## src/rtl/mem_pkg.sv

```systemverilog
// Shared definitions for the off-chip cache-line refill/writeback path:
// FSM state encodings, default line size and line geometry helpers.
package mem_pkg;

    typedef enum logic [1:0] {
        ST_IDLE = 2'd0,
        ST_RW   = 2'd1,
        ST_RESP = 2'd2
    } mem_state_e;

    localparam int CACHE_LINE_SIZE = 16;

    function automatic int line_width(input int line_bytes);
        return line_bytes * 8;
    endfunction

    function automatic int offset_bits(input int line_bytes);
        return $clog2(line_bytes);
    endfunction

endpackage

```

## src/rtl/mem_arb_grant.sv

```systemverilog
// Combinational winner selection: first pending channel at or after ptr,
// wrapping modulo NUM_CH. A constant-zero ptr gives fixed lowest-index priority.
module mem_arb_grant #(
    parameter int NUM_CH = 2,
    parameter int PTR_W  = 1
) (
    input  logic [NUM_CH-1:0] req_valid,
    input  logic [PTR_W-1:0]  ptr,
    output logic              grant_valid,
    output logic [PTR_W-1:0]  grant_idx,
    output logic [NUM_CH-1:0] grant_onehot
);

    always_comb begin : pick
        logic [PTR_W-1:0] idx;
        idx          = '0;
        grant_valid  = 1'b0;
        grant_idx    = '0;
        grant_onehot = '0;
        for (int i = 0; i < NUM_CH; i++) begin
            idx = PTR_W'((int'(ptr) + i) % NUM_CH);
            if (!grant_valid && req_valid[idx]) begin
                grant_valid       = 1'b1;
                grant_idx         = idx;
                grant_onehot[idx] = 1'b1;
            end
        end
    end

endmodule

```

## src/rtl/offchip_mem_arbiter.sv

```systemverilog
// Arbitrates NUM_CH cache-line refill/writeback requests onto one off-chip port,
// one transaction at a time. Define OFFCHIP_ARB_ROUND_ROBIN_EN for rotating priority.
module offchip_mem_arbiter
    import mem_pkg::*;
#(
    parameter int NUM_CH     = 2,
    parameter int ADDR_W     = 32,
    parameter int LINE_BYTES = CACHE_LINE_SIZE
) (
    input  logic                           clk,
    input  logic                           rst,
    input  logic [NUM_CH-1:0]              req_valid,
    input  logic [NUM_CH-1:0]              req_write,
    input  logic [NUM_CH*ADDR_W-1:0]       req_addr,
    input  logic [NUM_CH*LINE_BYTES*8-1:0] req_wdata,
    output logic [NUM_CH-1:0]              req_ready,
    output logic [NUM_CH-1:0]              resp_valid,
    output logic [LINE_BYTES*8-1:0]        resp_rdata,
    output logic [ADDR_W-1:0]              offchip_mem_addr,
    output logic                           offchip_mem_read_en,
    output logic                           offchip_mem_write_en,
    output logic [LINE_BYTES*8-1:0]        offchip_mem_wdata,
    input  logic [LINE_BYTES*8-1:0]        offchip_mem_data,
    input  logic                           offchip_mem_ready,
    output logic                           offchip_mem_read_busy,
    output logic                           offchip_mem_write_busy
);

    localparam int LINE_W   = line_width(LINE_BYTES);
    localparam int OFF_BITS = offset_bits(LINE_BYTES);
    localparam int PTR_W    = (NUM_CH > 1) ? $clog2(NUM_CH) : 1;

    mem_state_e        state, state_next;
    logic [PTR_W-1:0]  ptr, owner, grant_idx;
    logic              grant_valid, is_write;
    logic [NUM_CH-1:0] grant_onehot;
    logic [ADDR_W-1:0] addr_q;
    logic [LINE_W-1:0] wdata_q, rdata_q;

    mem_arb_grant #(
        .NUM_CH (NUM_CH),
        .PTR_W  (PTR_W)
    ) u_grant (
        .req_valid    (req_valid),
        .ptr          (ptr),
        .grant_valid  (grant_valid),
        .grant_idx    (grant_idx),
        .grant_onehot (grant_onehot)
    );

`ifdef OFFCHIP_ARB_ROUND_ROBIN_EN
    always_ff @(posedge clk) begin
        if (!rst) begin
            ptr <= '0;
        end else if (state == ST_IDLE && grant_valid) begin
            ptr <= (int'(grant_idx) == NUM_CH - 1) ? '0 : grant_idx + 1'b1;
        end
    end
`else
    assign ptr = '0;
`endif

    always_ff @(posedge clk) begin
        if (!rst) begin
            state <= ST_IDLE;
        end else begin
            state <= state_next;
        end
    end

    always_comb begin
        state_next           = state;
        req_ready            = '0;
        resp_valid           = '0;
        offchip_mem_read_en  = 1'b0;
        offchip_mem_write_en = 1'b0;
        case (state)
            ST_IDLE: begin
                if (grant_valid) begin
                    state_next = ST_RW;
                end
                if (rst && grant_valid) begin
                    req_ready = grant_onehot;
                end
            end
            ST_RW: begin
                offchip_mem_read_en  = !is_write;
                offchip_mem_write_en = is_write;
                if (offchip_mem_ready) begin
                    state_next = ST_RESP;
                end
            end
            ST_RESP: begin
                resp_valid = NUM_CH'(1) << owner;
                state_next = ST_IDLE;
            end
            default: state_next = ST_IDLE;
        endcase
    end

    // Request fields are captured once at acceptance so later req_* changes are ignored.
    always_ff @(posedge clk) begin
        if (!rst) begin
            owner    <= '0;
            is_write <= 1'b0;
            addr_q   <= '0;
            wdata_q  <= '0;
            rdata_q  <= '0;
        end else begin
            if (state == ST_IDLE && grant_valid) begin
                owner    <= grant_idx;
                is_write <= req_write[grant_idx];
                addr_q   <= {req_addr[grant_idx*ADDR_W + OFF_BITS +: ADDR_W - OFF_BITS], OFF_BITS'(0)};
                wdata_q  <= req_wdata[grant_idx*LINE_W +: LINE_W];
            end
            if (state == ST_RW && offchip_mem_ready && !is_write) begin
                rdata_q <= offchip_mem_data;
            end
        end
    end

    assign offchip_mem_addr       = (state == ST_RW) ? addr_q : '0;
    assign offchip_mem_wdata      = (state == ST_RW) ? wdata_q : '0;
    assign offchip_mem_read_busy  = offchip_mem_read_en;
    assign offchip_mem_write_busy = offchip_mem_write_en;
    assign resp_rdata             = rdata_q;

endmodule

```

## config.mk

```make
export PLATFORM = sky130hd
export DESIGN_NAME = offchip_mem_arbiter
export DESIGN_NICKNAME = d
export VERILOG_FILES = /design/src/rtl/mem_pkg.sv /design/src/rtl/mem_arb_grant.sv /design/src/rtl/offchip_mem_arbiter.sv
export SDC_FILE = /design/constraint.sdc
export NUM_CORES = 1
export LEC_CHECK = 0
export ABC_AREA = 1
export CAP_MARGIN = 5
export CORE_AREA = 2 2 294 296
export CTS_BUF_LIST = sky130_fd_sc_hd__clkbuf_8 sky130_fd_sc_hd__clkbuf_16
export DETAILED_ROUTE_END_ITERATION = 12
export DIE_AREA = 0 0 296 298
export GPL_TIMING_DRIVEN = 0
export MAX_ROUTING_LAYER = met4
export RECOVER_POWER = 100
export SLEW_MARGIN = 0
export SYNTH_ARGS = -nofsm -noshare
export SYNTH_HDL_FRONTEND = slang
export SYNTH_HIERARCHICAL = 1
export SYNTH_SLANG_ARGS = --single-unit
```

## constraint.sdc

```tcl
create_clock -name clk -period 1.6 [get_ports clk]
set_input_delay 0.32 -clock clk [delete_from_list [all_inputs] [get_ports clk]]
set_output_delay 0.32 -clock clk [all_outputs]
set_load 0.005 [all_outputs]
```

==> out/results.ini, run 1 <==
[outcome]
outcome=finished, violations left
violations=setup timing

[drt]
postRouteAntennaNets=0
drc=0
vias=17440
wl_mm=74.59
vias_per_cell=3.958
avgRoutedWirePerCell_um=16.93
first_iter_violations=681
first_pass_iters=5

[finish]
fill_cells=9451
layout.cells.non_filler=4406
drive_above_1_share=0.1766
area_growth_pct=77.79
final_core_util=0.3103
final_cell_area_um2=26330
nets=3684

[worst_setup_path]
crit_slowest_cell=dfxtp_4
path_max_fanout=8
startpoint=state[1]$_SDFFE_PN0P_
required_ps=1280
rr_startpoint=state[1]$_SDFFE_PN0P_
criticalPathCategory=reg2out
crit_family=buffers and inverters
startpoint_type=register
cp_slowest_stage_delay_ps=370
crit_buf_inv=5
cp_cell_sequence=nor2_4, inv_8, buf_4, buf_12, buf_12, nor2_4, buf_6
crit_arrival_ps=1870
end_kind=output pin

[placement]
io_buffers=737
routabilityCongestion=0.8839
dp_hpwl_mm=57.40
dpl_worst_slack_ps=-1465
dp.cells=4291
placed_cell_area_um2=23650

[clock_tree]
cts_tree=built
cts.clk_slew.worst_paths_ps=60
holdBufCountCts=0
cts.sinks=288
cts_root_buf=clkbuf_16
htreeDepth=2
cts_made_buffers=38
clockBufferDepth=3
clk_latency_ps=550

[power_and_ir_drop]
switchingPower_mw=7.727
power.clock.fraction=0.368
max-vdd-ir-drop_v=0.0004847
powerDensity_nw_per_um2=938.7
combPwrFrac=0.298
pwr-share-seq=0.335
switching_share=0.3126
total_power_mw=24.72
power_leakage_nw=11.99
internal-power_mw=16.99

[synthesis]
syn_area_per_cell_um2=6.164
ys.flop_type=dfxtp_1
synth_cell_type_count=25
synth_area_leaders=dfxtp_1 39%, nand2_1 15%, inv_1 11%
ys_warn_count=6
ys_seq_elements=288
syn_area_um2=14810
async_flop_share=0
synth_top_area_frac=0.3893
synth_seq_area_share=0.3893
synth_edf_count=0
synth_most_common_cell=nand2_1
synthTopCellsByCount=605 x nand2_1, 447 x inv_1, 424 x nor2_1, 288 x dfxtp_1, 157 x a21oi_1
netlist_instances=2403
synth_top_area_cell=dfxtp_1

[timing]
hold_slack_ps=412.1
maxSlewHeadroom=0.4627
rsz0062_at_grt=true
tightestPinTransition_ps=806.0
drv_slew=0
finalHoldViolCount=0
fin_ws_ps=-589.3
fmax_mhz=456.8
finalSetupViolCount=272
fin_crit_ps=2189
finalSetupTns_ps=-87040
finalCritPeriodShare=1.368
clock_skew_ps=10.32

[floorplanning]
row_count=107
ios=751
dieArea_um2=88210
chipWidth_um=296
die_h_um=298
coreArea_um2=84880
start_util=0.1745

[global_route]
grt_pass1_vias=16830
overflow=0
antenna_found_initial=7
grt_max_degree=20
track_usage=0.1632
grt_pass1_wl_mm=104.5

[job]
cap_violations=0

[worst_hold_path]
hold_class=in2reg
min-delay-start=req_wdata[67]

==> worst paths after layout <==
kind	endpoint	slack, ps	depth (start not counted)
setup reg to reg	resp_rdata[117]$_SDFFE_PN0P_	-60	7
setup / recovery	offchip_mem_wdata[116]	-590	7
hold / removal	wdata_q[67]$_SDFFE_PN0P_	410	5
hold reg to reg	wdata_q[45]$_SDFFE_PN0P_	460	2
==> cell type report <==
| cell class | count | area [µm²] | share of cell area |
|---|---|---|---|
| Multi-Input combinational cell | 1491 | 7162 | 0.2720 |
| Tap cell | 1144 | 1431 | 0.05435 |
| Sequential cell | 288 | 5789 | 0.2198 |
| Antenna cell | 6 | 15.01 | 0.0005702 |
| Inverter | 451 | 1708 | 0.06485 |
| Timing Repair Buffer | 784 | 7465 | 0.2835 |
| Clock inverter | 26 | 316.6 | 0.01202 |
| Buffer | 175 | 1455 | 0.05526 |
| Clock buffer | 41 | 992.2 | 0.03768 |
==> repair_timing <==
action | in CTS | in global routing
hold endpoints to repair | 0 | 0
pin swaps | 16 | 11
resized for setup | 1093 | 202
buffers inserted | 23 | 12
setup endpoints to repair | 570 | 368
gates cloned | 7 | 7
==> placed cells by master (no fill, tap or decap), drive strengths merged <==
cell type	n
nand2	606
o22ai	1
o21ai	158
bufinv	7
diode	6
clkinv	9
clkinvlp	1
a21oi	157
clkdlybuf4s15	12
clkbuf	109
inv	460
dlygate4sd2	125
and3	1
nand3	4
buf	312
dfxtp	288
nor3	1
nand4	128
clkdlybuf4s50	442
conb	8
nor2	427
==> worst min-delay path: stages <==
cell and delay, ps:
clkdlybuf4s50_1 390, inv_1 50, o21ai_1 50, nand2_1 50
a21oi_1 50
==> state kept, by name, indices dropped and copies added, names as in the netlist <==
| register | count |
|---|---|
| state | 2 |
| wdata_q | 128 |
| addr_q | 28 |
| is_write | 1 |
| resp_rdata | 128 |
| owner | 1 |
==> per-layer routing <==
layer / up-vias / track usage / wire [µm]
met1: 7855 / 0.1763 / 29020
met4: 0 / 0.04642 / 2151
met5: - / - / 0
met2: 586 / 0.2930 / 37330
met3: 105 / 0.04058 / 6084
li1: 8892 / - / -
==> cell families (layout without fill, tap and decap cells) <==
logic type,count (synthesis),after routing,share of synthesized area
AND/OR/NAND/NOR,1167,1167,0.3193
buffers and inverters,631,1477,0.1843
AO/OA/AOI/OAI,316,316,0.1069
flip-flops,288,288,0.3893
other,1,14,0.0002532
==> power groups by stage <==
stage | logic [mW] | clock network, mW | registers, mW
3_5_place_dp | 6.30 | 0 | 8.43
2_1_floorplan | 2.85 | 0 | 8.38
6_report | 7.36 | 9.09 | 8.27
4_1_cts | 6.86 | 9.38 | 8.27
3_3_place_gp | 6.29 | 0 | 8.40
5_1_grt | 8.05 | 9.60 | 8.35
Power figures use the tool's default switching activity.
==> inputs of run 2 (changes only) <==
--- a/config.mk
+++ b/config.mk
@@ -9,6 +9,7 @@
 export CAP_MARGIN = 5
 export CORE_AREA = 2 2 294 296
 export CTS_BUF_LIST = sky130_fd_sc_hd__clkbuf_8 sky130_fd_sc_hd__clkbuf_16
+export CTS_CLUSTER_DIAMETER = 80
 export DETAILED_ROUTE_END_ITERATION = 12
 export DIE_AREA = 0 0 296 298
 export GPL_TIMING_DRIVEN = 0
@@ -19,3 +20,4 @@
 export SYNTH_HDL_FRONTEND = slang
 export SYNTH_HIERARCHICAL = 1
 export SYNTH_SLANG_ARGS = --single-unit
+export TNS_END_PERCENT = 100
==> run 2 against run 1 <==
Compared with the run above: the flow still finishes with violations (setup timing); die area unchanged; final area decreased by 0.86%; global-route usage about the same; fmax increased by 0.13%; clock-buffer cell count increased by 4; largest cell class unchanged; highest routed layer unchanged.
==> out/results.ini, run 2 (synthesis results as in run 1) <==
[clock_tree]
htreeDepth=2
clk_latency_ps=550
cts.sinks=288
clockBufferDepth=3
cts_made_buffers=38
cts_root_buf=clkbuf_16
cts_tree=built
holdBufCountCts=0
cts.clk_slew.worst_paths_ps=60

[finish]
nets=3675
final_common_cell=nand2_1
layout.cells.non_filler=4403
drive_above_1_share=0.1699
area_growth_pct=76.26
final_cell_mix=604 x nand2_1, 450 x inv_1, 442 x clkdlybuf4s50_1, 287 x nor2_1, 283 x dfxtp_1

[drt]
first_iter_violations=693
drc=0
wl_mm=73.81
postRouteAntennaNets=0
vias=17430
avgRoutedWirePerCell_um=16.76
first_pass_iters=4
vias_per_cell=3.959

[timing]
drv_slew=0
maxSlewHeadroom=0.4601
finalSetupTns_ps=-86790
finalSetupViolCount=295
finalHoldViolCount=0
fin_crit_ps=2186
tightestPinTransition_ps=809.8
fin_ws_ps=-586.5
hold_slack_ps=409.7
rsz0062_at_grt=true
fmax_mhz=457.4
finalCritPeriodShare=1.367
clock_skew_ps=15.49

[placement]
dp_hpwl_mm=57.40
routabilityCongestion=0.8839
io_buffers=737
dp.cells=4291
dpl_worst_slack_ps=-1465

[worst_setup_path]
required_ps=1280
criticalPathCategory=reg2out
end_kind=output pin
startpoint_type=register
path_max_fanout=7
crit_arrival_ps=1870

[floorplanning]
row_count=107
start_util=0.1745
ios=751
chipWidth_um=296
coreArea_um2=84880
die_h_um=298
dieArea_um2=88210

[power_and_ir_drop]
total_power_mw=24.56
max-vdd-ir-drop_v=0.0004888
power_leakage_nw=11.90
powerDensity_nw_per_um2=940.8

[global_route]
antenna_found_initial=9
overflow=0
track_usage=0.1628
grt_max_degree=20
grt_pass1_wl_mm=104.0
grt_pass1_vias=16720

[worst_hold_path]
hold_class=in2reg

[outcome]
violations=setup timing
outcome=finished, violations left

[job]
cap_violations=0

==> run 2: changes by cell type in the layout (fill, tap and decap cells not counted), moves of 8 or more <==
| cell | previous run | this run |
|---|---|---|
| dfxtp_1 | 275 | 283 |
| buf_4 | 36 | 26 |
| nor2_4 | 81 | 73 |
| buf_2 | 130 | 141 |
==> run 2: metal layers <==
metal | up-vias | global-route usage | routed length [µm]
li1 | 8899 | - | -
met1 | 7835 | 0.1742 | 29000
met2 | 592 | 0.2923 | 36640
met3 | 105 | 0.04446 | 6083
met4 | 0 | 0.04437 | 2082
met5 | - | - | 0
==> run 2: worst paths after layout <==
check                                               from  depth (start not counted)  slack [ps]                      endpoint
worst min register to register  wdata_q[45]$_SDFFE_PN0P_                          2         460      wdata_q[45]$_SDFFE_PN0P_
worst max-delay path               state[1]$_SDFFE_PN0P_                          7        -590         offchip_mem_wdata[60]
worst max register to register     state[0]$_SDFFE_PN0P_                          7        -100  resp_rdata[110]$_SDFFE_PN0P_
worst min-delay path                       req_wdata[67]                          5         410      wdata_q[67]$_SDFFE_PN0P_
==> run 2: per-stage QoR <==
stage	cell area, µm²	util
floorplan	14840	-
global placement	23650	0.2786
detailed placement	23650	0.2786
CTS	25430	0.2996
global route	26100	0.3075
finish	26110	0.3076
==> run 2: repair_timing <==
item,in CTS,in global routing
hold endpoints to repair,0,0
gates resized for setup,1085,156
cloned,7,4
buffers inserted,21,6
pin swaps,16,11
endpoints found under the setup margin,571,336
==> run 2: power breakdown <==
group          switching (mW)  total (mW)  leakage (nW)  internal (mW)
Clock                    3.50        9.15         0.682           5.65
Combinational            3.78        7.14          8.85           3.36
Sequential              0.370        8.27          2.37           7.90
Total                    7.65        24.6          11.9           16.9
==> run 2: worst max-delay path: stages, from the launching register on <==
cell and delay, ps:
dfxtp_4 360, nor2_4 170, inv_8 90, clkbuf_16 190
buf_12 150, buf_12 150, nor2_4 80, buf_2 110
==> run 2: layout make-up <==
type | count | area [µm²]
multi-input cells | 1491 | 7068
repair buffers | 774 | 7350
flip-flops and latches | 288 | 5777
plain buffers | 176 | 1409
diodes | 10 | 25.02
clock inverters | 24 | 292.8
well taps | 1144 | 1431
fillers | 9485 | 58770
inverters | 451 | 1708
clock buffers | 45 | 1047
